<file path="src/rtl/uart_tx_fifo.sv">
// UART transmitter with an integrated transmit FIFO. Queued words go out back-to-back:
// start bit, LSB-first data, optional parity, then 1 or 2 stop bits.
module uart_tx_fifo #(
  parameter int unsigned CLK_FREQ    = 100_000_000,
  parameter int unsigned BAUD_RATE   = 115200,
  parameter int          NCO_WIDTH   = 16,
  parameter int          DATA_BITS   = 8,
  parameter int          PARITY_MODE = 1,
  parameter int          STOP_BITS   = 1,
  parameter int          FIFO_DEPTH  = 16
) (
  input  logic                          clk,
  input  logic                          rst,
  input  logic                          dvld,
  input  logic [DATA_BITS-1:0]          data,
  output logic                          ready,
  output logic                          overflow,
  output logic [$clog2(FIFO_DEPTH):0]   level,
  output logic                          busy,
  output logic                          uart_tx
);

  localparam int AW = (FIFO_DEPTH > 1) ? $clog2(FIFO_DEPTH) : 1;
  localparam int LW = $clog2(FIFO_DEPTH) + 1;

  // Rounded phase increment: one carry-out of the accumulator per bit period on average.
  localparam longint INC_WIDE =
    ((longint'(BAUD_RATE) << NCO_WIDTH) + longint'(CLK_FREQ / 2)) / longint'(CLK_FREQ);
  localparam logic [NCO_WIDTH-1:0] INC = INC_WIDE[NCO_WIDTH-1:0];

  localparam logic PAR_ODD = (PARITY_MODE == 2);

  localparam logic [2:0] ST_IDLE   = 3'd0;
  localparam logic [2:0] ST_START  = 3'd1;
  localparam logic [2:0] ST_DATA   = 3'd2;
  localparam logic [2:0] ST_PARITY = 3'd3;
  localparam logic [2:0] ST_STOP   = 3'd4;

  localparam logic [2:0] ST_AFTER_DATA = (PARITY_MODE != 0) ? ST_PARITY : ST_STOP;

  if (DATA_BITS < 5 || DATA_BITS > 9) begin : g_bad_data_bits
    $error("uart_tx_fifo: DATA_BITS must be 5..9");
  end
  if (PARITY_MODE < 0 || PARITY_MODE > 2) begin : g_bad_parity
    $error("uart_tx_fifo: PARITY_MODE must be 0, 1 or 2");
  end
  if (STOP_BITS < 1 || STOP_BITS > 2) begin : g_bad_stop
    $error("uart_tx_fifo: STOP_BITS must be 1 or 2");
  end
  if (FIFO_DEPTH < 2 || (FIFO_DEPTH & (FIFO_DEPTH - 1)) != 0) begin : g_bad_depth
    $error("uart_tx_fifo: FIFO_DEPTH must be a power of 2 and >= 2");
  end
  if (INC_WIDE < 1 || INC_WIDE >= (longint'(1) << NCO_WIDTH)) begin : g_bad_inc
    $error("uart_tx_fifo: BAUD_RATE/CLK_FREQ not representable with NCO_WIDTH");
  end

  logic [2:0]             state;
  logic [NCO_WIDTH-1:0]   acc;
  logic [NCO_WIDTH:0]     acc_sum;
  logic                   tick;

  logic [DATA_BITS-1:0]   mem [FIFO_DEPTH];
  logic [AW-1:0]          wr_ptr;
  logic [AW-1:0]          rd_ptr;
  logic [DATA_BITS-1:0]   head;

  logic [DATA_BITS-1:0]   shreg;
  logic                   par_bit;
  logic [3:0]             bit_cnt;
  logic                   stop_cnt;

  logic full, empty, push, pop, last_stop, frame_done;

  assign acc_sum    = {1'b0, acc} + {1'b0, INC};
  assign tick       = acc_sum[NCO_WIDTH];

  assign full       = (level == LW'(FIFO_DEPTH));
  assign empty      = (level == '0);
  assign ready      = ~full;
  assign push       = dvld & ~full;
  assign head       = mem[rd_ptr];

  assign last_stop  = (stop_cnt == 1'(STOP_BITS - 1));
  assign frame_done = (state == ST_STOP) && tick && last_stop;
  assign pop        = ~empty && ((state == ST_IDLE) || frame_done);
  assign busy       = (state != ST_IDLE) || ~empty;

  // NOTE: the storage array is deliberately not reset; pointers and level alone define
  // which entries are valid, so the array can map onto plain RAM.
  always_ff @(posedge clk) begin
    if (push) mem[wr_ptr] <= data;
  end

  // NOTE: every register uses <= so all of them sample pre-edge values, independent of
  // statement order within or across blocks.
  always_ff @(posedge clk or posedge rst) begin
    if (rst) begin
      wr_ptr   <= '0;
      rd_ptr   <= '0;
      level    <= '0;
      overflow <= 1'b0;
    end else begin
      overflow <= dvld & full;
      if (push) wr_ptr <= wr_ptr + 1'b1;
      if (pop)  rd_ptr <= rd_ptr + 1'b1;
      case ({push, pop})
        2'b10:   level <= level + 1'b1;
        2'b01:   level <= level - 1'b1;
        default: ;
      endcase
    end
  end

  always_ff @(posedge clk or posedge rst) begin
    if (rst) begin
      state    <= ST_IDLE;
      acc      <= '0;
      shreg    <= '0;
      par_bit  <= 1'b0;
      bit_cnt  <= '0;
      stop_cnt <= 1'b0;
      uart_tx  <= 1'b1;
    end else begin
      // Line is a registered copy of the current state's bit: one clk behind, glitch-free.
      case (state)
        ST_START:  uart_tx <= 1'b0;
        ST_DATA:   uart_tx <= shreg[0];
        ST_PARITY: uart_tx <= par_bit;
        default:   uart_tx <= 1'b1;
      endcase

      // Phase restarts only on a frame leaving IDLE; back-to-back frames keep the phase.
      acc <= (state == ST_IDLE && !empty) ? '0 : acc_sum[NCO_WIDTH-1:0];

      case (state)
        ST_IDLE: begin
          if (!empty) begin
            shreg   <= head;
            par_bit <= (^head) ^ PAR_ODD;
            state   <= ST_START;
          end
        end
        ST_START: begin
          if (tick) begin
            bit_cnt <= '0;
            state   <= ST_DATA;
          end
        end
        ST_DATA: begin
          if (tick) begin
            shreg <= shreg >> 1;
            if (bit_cnt == 4'(DATA_BITS - 1)) begin
              stop_cnt <= 1'b0;
              state    <= ST_AFTER_DATA;
            end else begin
              bit_cnt <= bit_cnt + 1'b1;
            end
          end
        end
        ST_PARITY: begin
          if (tick) begin
            stop_cnt <= 1'b0;
            state    <= ST_STOP;
          end
        end
        ST_STOP: begin
          if (tick) begin
            if (!last_stop) begin
              stop_cnt <= stop_cnt + 1'b1;
            end else if (!empty) begin
              shreg   <= head;
              par_bit <= (^head) ^ PAR_ODD;
              state   <= ST_START;
            end else begin
              state <= ST_IDLE;
            end
          end
        end
        default: state <= ST_IDLE;
      endcase
    end
  end

endmodule

</file>
<file path="config.mk">
export PLATFORM = sky130hd
export DESIGN_NAME = uart_tx_fifo
export DESIGN_NICKNAME = d
export VERILOG_FILES = /design/src/rtl/uart_tx_fifo.sv
export SDC_FILE = /design/constraint.sdc
export NUM_CORES = 1
export LEC_CHECK = 0
export ABC_AREA = 1
export ABC_CLOCK_PERIOD_IN_PS = 7750
export CAP_MARGIN = 20
export CORE_MARGIN = 2
export CORE_UTILIZATION = 66
export DETAILED_ROUTE_END_ITERATION = 8
export PLACE_DENSITY = 0.84
export SLEW_MARGIN = 30
export SYNTH_ARGS = -nofsm -noshare
export SYNTH_HDL_FRONTEND = slang
export SYNTH_SLANG_ARGS = --single-unit
</file>
<file path="constraint.sdc">
create_clock -name clk -period 7.75 [get_ports clk]
set_input_delay 1.55 -clock clk [delete_from_list [all_inputs] [get_ports clk]]
set_output_delay 1.55 -clock clk [all_outputs]
set_load 0.005 [all_outputs]
</file>
Yosys cells after proc, flatten, opt, wreduce, memory -nomap -nowiden
Memory sizes are Yosys's and may differ from the RTL's.
Cells that the tools add are included.
{"block": "word_totals", "elab_cells": 94, "mem_bits_rw": 128, "out_inout_bits": 9, "n_memories": 1, "register_bits": 48}
{"block": "classes", "n_eq_ne": 16, "addsub": 7, "muxes": 33, "n_bitwise": 5, "n_reduce_logical": 21}
{"name": "mem", "depth": 16, "word_bits": 8, "read_ports": 1, "rd_ports_with_merged_regs": 0, "write_ports": 1, "line_no": "62", "text": "logic [DATA_BITS-1:0] mem [FIFO_DEPTH];"}
{"operator": "$mux W8", "n": 4}
{"operator": "$pmux W8 S3", "n": 1}
{"operator": "$mux W3", "n": 7}
{"operator": "$add A16 B7 Y17 const B", "n": 1}
{"operator": "$mux W16", "n": 1}
{"operator": "$ne A2 B2 Y1 const B", "n": 8}
{"operator": "$pmux W3 S5", "n": 1}
{"operator": "$add A4 B1 Y4 const B", "n": 3}
{"operator": "$mux W4", "n": 3}
{"operator": "$mux W1", "n": 11}
{"operator": "$pmux W5 S2", "n": 1}
{"operator": "$reduce_bool A3 Y1", "n": 3}
{"operator": "$pmux W4 S2", "n": 1}
{"operator": "$reduce_and A4 Y1", "n": 2}
{"operator": "$reduce_xor A8 Y1", "n": 1}
{"operator": "$reduce_and A7 Y1", "n": 1}
{"operator": "$eq A3 B2 Y1 const B", "n": 2}
{"operator": "$pmux W1 S3", "n": 2}
{"operator": "$reduce_bool A2 Y1", "n": 3}
{"operator": "$add A5 B1 Y5 const B", "n": 1}
{"operator": "$eq A5 B5 Y1 const B", "n": 1}
{"operator": "$logic_not A5 Y1", "n": 1}
{"operator": "$reduce_and A5 Y1", "n": 1}
{"operator": "$sub A5 B1 Y5 const B", "n": 1}
{"operator": "other kinds (14)", "n": 21}

Logic depth before layout (Yosys ltp)
{"block": "depth", "depth_word": 7, "mapped_depth": 20, "depth_no_buf": 20}

Least setup slack after synthesis
Ideal clock, no wire load.
{"block": "synth_timing", "path_type": "input-to-reg", "start": "input port dvld", "end": "register level[4]", "path_stages": 10, "required_time_ns": 7.625, "path_slack_ns": 4.782, "arrival_ns": 2.843, "n_path_buf": 0, "setup_ns": 0.125, "cell_sequence": "nand2_1 ha_1 ha_1 nand2_1 nor2_1 a211oi_1 nand2_1 nand2_1 nor2_1 xor2_1"}
{"block": "synth_between", "elab_chain_cells": 3, "word_cells_on_any_way": 5}
{"element": "start: declaration", "line_no": "14", "text": "input logic dvld,"}
{"element": "$and A1 B1 Y1 (*)", "line_no": "80", "text": "assign push = dvld & ~full;"}
{"element": "$eq A2 B1 Y1 / $eq A2 B2 Y1 (equally long branches)", "line_no": "106", "text": "case ({push, pop})"}
{"element": "$pmux W5 S2 / $reduce_bool A2 Y1 (equally long branches)"}
{"element": "end signal: assignment", "line_no": "107", "text": "2'b10: level <= level + 1'b1;"}
{"element": "end signal: assignment", "line_no": "108", "text": "2'b01: level <= level - 1'b1;"}
{"element": "end: declaration", "line_no": "18", "text": "output logic [$clog2(FIFO_DEPTH):0] level,"}
Every way passes the cells marked *; elsewhere a longest branch is shown, timed or not.
A chain may end at the register's enable or synchronous reset.

Worst setup path after layout
{"block": "layout_timing", "start": "register level[0]", "end": "output port busy"}
{"block": "layout_between", "elab_chain_cells": 3}
{"element": "$logic_not A5 Y1", "line_no": "78", "text": "assign empty = (level == '0);"}
{"element": "$not A1 Y1", "line_no": "86", "text": "assign busy = (state != ST_IDLE) || ~empty;"}
{"element": "$logic_or A1 B1 Y1", "line_no": "86"}
{"element": "end: declaration", "line_no": "19", "text": "output logic busy,"}
Every way passes these cells.

==> run metrics <==
status finished clean; total power 3.57 mW; Setup Skew 19.9 ps; Synth area leader edfxtp_1; number of synthesized flops with an enable pin 128; setup TNS 0 ps; RSZ-0062 raised after global routing no; routed len/inst 17.6 µm; Final WS setup 4110 ps; CTS sink cnt 175; Mapped Cells 831; H-tree depth 4; total number of vias 5809; Buffers on Ports 19; cells taking the most area after synthesis edfxtp_1 48%, dfrtp_1 14%, nand2_1 14%; Mean Syn Cell Area 9.57 µm²; most frequent cells after synthesis 295 x nand2_1, 128 x edfxtp_1, 99 x nor2_1, 67 x inv_1, 46 x dfrtp_1; first-pass GRT wire length 27.9 mm; Period minus WS final 3640 ps; chip width 114 µm; Final ANT Viol Nets 0; top-area cell type share of the netlist area 0.483; Hold Path Sink acc[0]; CP required 6200 ps; Clock Path Buffers 2; # rows 40; pre-CTS setup slack 4040 ps; GRT Util Overall 0.287; GRT overflow 0; # hold bufs at CTS 0; core area 0.0119 mm²; TritonCTS clock tree done; clk_lat worst skew 430 ps; f_max 275 MHz; critical path's largest stage delay 440 ps; clock buffers created by TritonCTS 17; Max rail drop VDD 0.285 mV; post-synthesis register bit count 175; Most common cell on crit path nand2_1; DRT Pass-1 Iters 5; total wire length 17.7 mm; DP Area 0.00817 mm²; endpoints failing hold 0; Post-CTS Setup Repair Bufs 0; CP Max Fanout 5; Worst-Margin Slew 880 ps; Mapped Area 0.00796 mm²; Residual DRC 0; crit-path leading delay family simple AND/OR/NAND/NOR gates; HPWL after DPL 11.3 mm; Slew headroom 0.413; share of cells above drive strength 1 0.0699; post_cts resized 0; CP Launch Type register; antenna cells 0; pin count of the biggest net entering global routing 81; hold path start acc[0]; nets 869; Starting DRT DRC Count 913; vias per cell 5.78; Slew Limit Fails 0; Die Span Y 114 µm; IO Count 20; most used standard cell by instance count after synthesis nand2_1; clock-pin transition on the worst setup and hold timing paths 70 ps; CP Capture Type output port; Buffers & Inverters on Critical Path 2; synth unique cells 41; worst hold slack 469 ps; fin area 0.00878 mm²; CP max-delay cell clkdlybuf4s50_1; FF-to-FF Start acc[0]; crit-path cells nor4_1 > nand2_1 > inv_1 > nand2_1 > clkdlybuf4s50_1; fin crit share 0.470; Syn Nets 854; Placer Congestion 0.984; CTS Root Cell clkbuf_16; Critical Path AT 2090 ps; Worst Hold Class register to register; Starting Density 0.668; ys flop type edfxtp_1; Worst R2R End level[4]; Ys Warns 0; Final Setup Violations 0; vias in the first global route 5583; Die Area 0.0129 mm²; R2R Setup Slk 4580 ps; leak pwr 3.79 nW; maximum capacitance violations 0; initial antenna violation count 0; Reg2Reg Depth 20; pwr/cell area 407 mW/mm²; sequential-to-total area share from yosys stat 0.631; FFs w/ async S/R, synth 0.269; Critical Setup Path Class register to output port; Area Growth Syn to Fin 10.4%; Hold Path Depth 1
## routing by layer
metal,vias up,GRT usage,wire length [µm]
met1,2719,0.360,6860
met5,-,0,0
met2,298,0.496,8870
li1,2723,-,-
met3,69,0.0638,1340
met4,0,0.101,615
## layout make-up
type / count / area (µm²)
Timing Repair Buffer: 20 / 198
Tap cell: 147 / 184
Sequential cell: 175 / 5020
Clock buffer: 18 / 429
Clock inverter: 13 / 173
Inverter: 84 / 320
Fill cell: 796 / 3130
Multi-Input combinational cell: 548 / 2450
## cells by family after synthesis
logic type                 Yosys count  share of synthesized area
and+or+nand+nor                    458                      0.229
DFF                                175                      0.631
buffers and inverters              108                     0.0615
AOI/OAI and AO/OA                   68                     0.0470
adders and majority gates           12                     0.0198
xor gates and xnor gates            10                     0.0110
## report_power, final
part | internal, mW | switching [mW] | leakage [nW]
Combinational | 0.420 | 0.980 | 1.75
Clock | 0.513 | 0.365 | 0.293
Sequential | 1.19 | 0.109 | 1.74
Total | 2.12 | 1.45 | 3.79
## worst reg2reg max path: stages (launching register included)
cell and delay [ps]:
dfrtp_1 370, inv_1 60, ha_1 190, inv_1 70, nand2_1 90, a21oi_2 150, nor2_1 70, nor2_2 130
nand2_1 140, nand2_1 110, nand3_1 150, inv_2 170, ha_1 250, inv_1 110, fa_1 410, nor2_1 160
a211oi_1 90, nand2_1 70, nand2_1 40, nor2_1 110, xor2_1 150
## registers in the layout, indices dropped and copies added, names as in the netlist
register and count:
uart_tx 1, acc 16, bit_cnt 4, mem 128
shreg 8, level 5, state 3, rd_ptr 4
overflow 1, par_bit 1, wr_ptr 4
## worst max path at each step
stage | depth (start not counted) | slack [ps] | endpoint | from
3_5_place_dp | 11 | 4040 | level[4] | dvld
6_report | 5 | 4110 | busy | level[0]
4_1_cts | 5 | 4080 | busy | level[0]
3_3_place_gp | 11 | 4120 | level[4] | dvld
2_1_floorplan | 10 | 4780 | level[4] | dvld
5_1_grt | 5 | 3930 | busy | level[0]
## cells in the final DEF, fill, tap and decap left out, drive strengths merged, types with 2 or more instances in the layout
master,netlist,layout
nand2,296,296
edfxtp,128,128
nor2,103,103
inv,83,90
dfrtp,46,46
nand3,44,44
o21ai,40,40
clkdlybuf4s50,0,19
clkbuf,2,18
a21oi,16,16
ha,11,11
xor2,9,9
nor3,8,8
nand4,3,3
a211oi,3,3
bufinv,0,3
clkinv,1,3
nor4,2,2
o211ai,2,2
a31oi,2,2
o31ai,2,2
## metrics by stage
| step | util | cells |
|---|---|---|
| finish | 0.737 | 1005 |
| global route | 0.737 | 1005 |
| CTS | 0.736 | 1005 |
| detailed placement | 0.686 | 974 |
| global placement | 0.686 | 974 |
| floorplan | - | 831 |
Note: power is estimated with default switching activity, not from simulation.
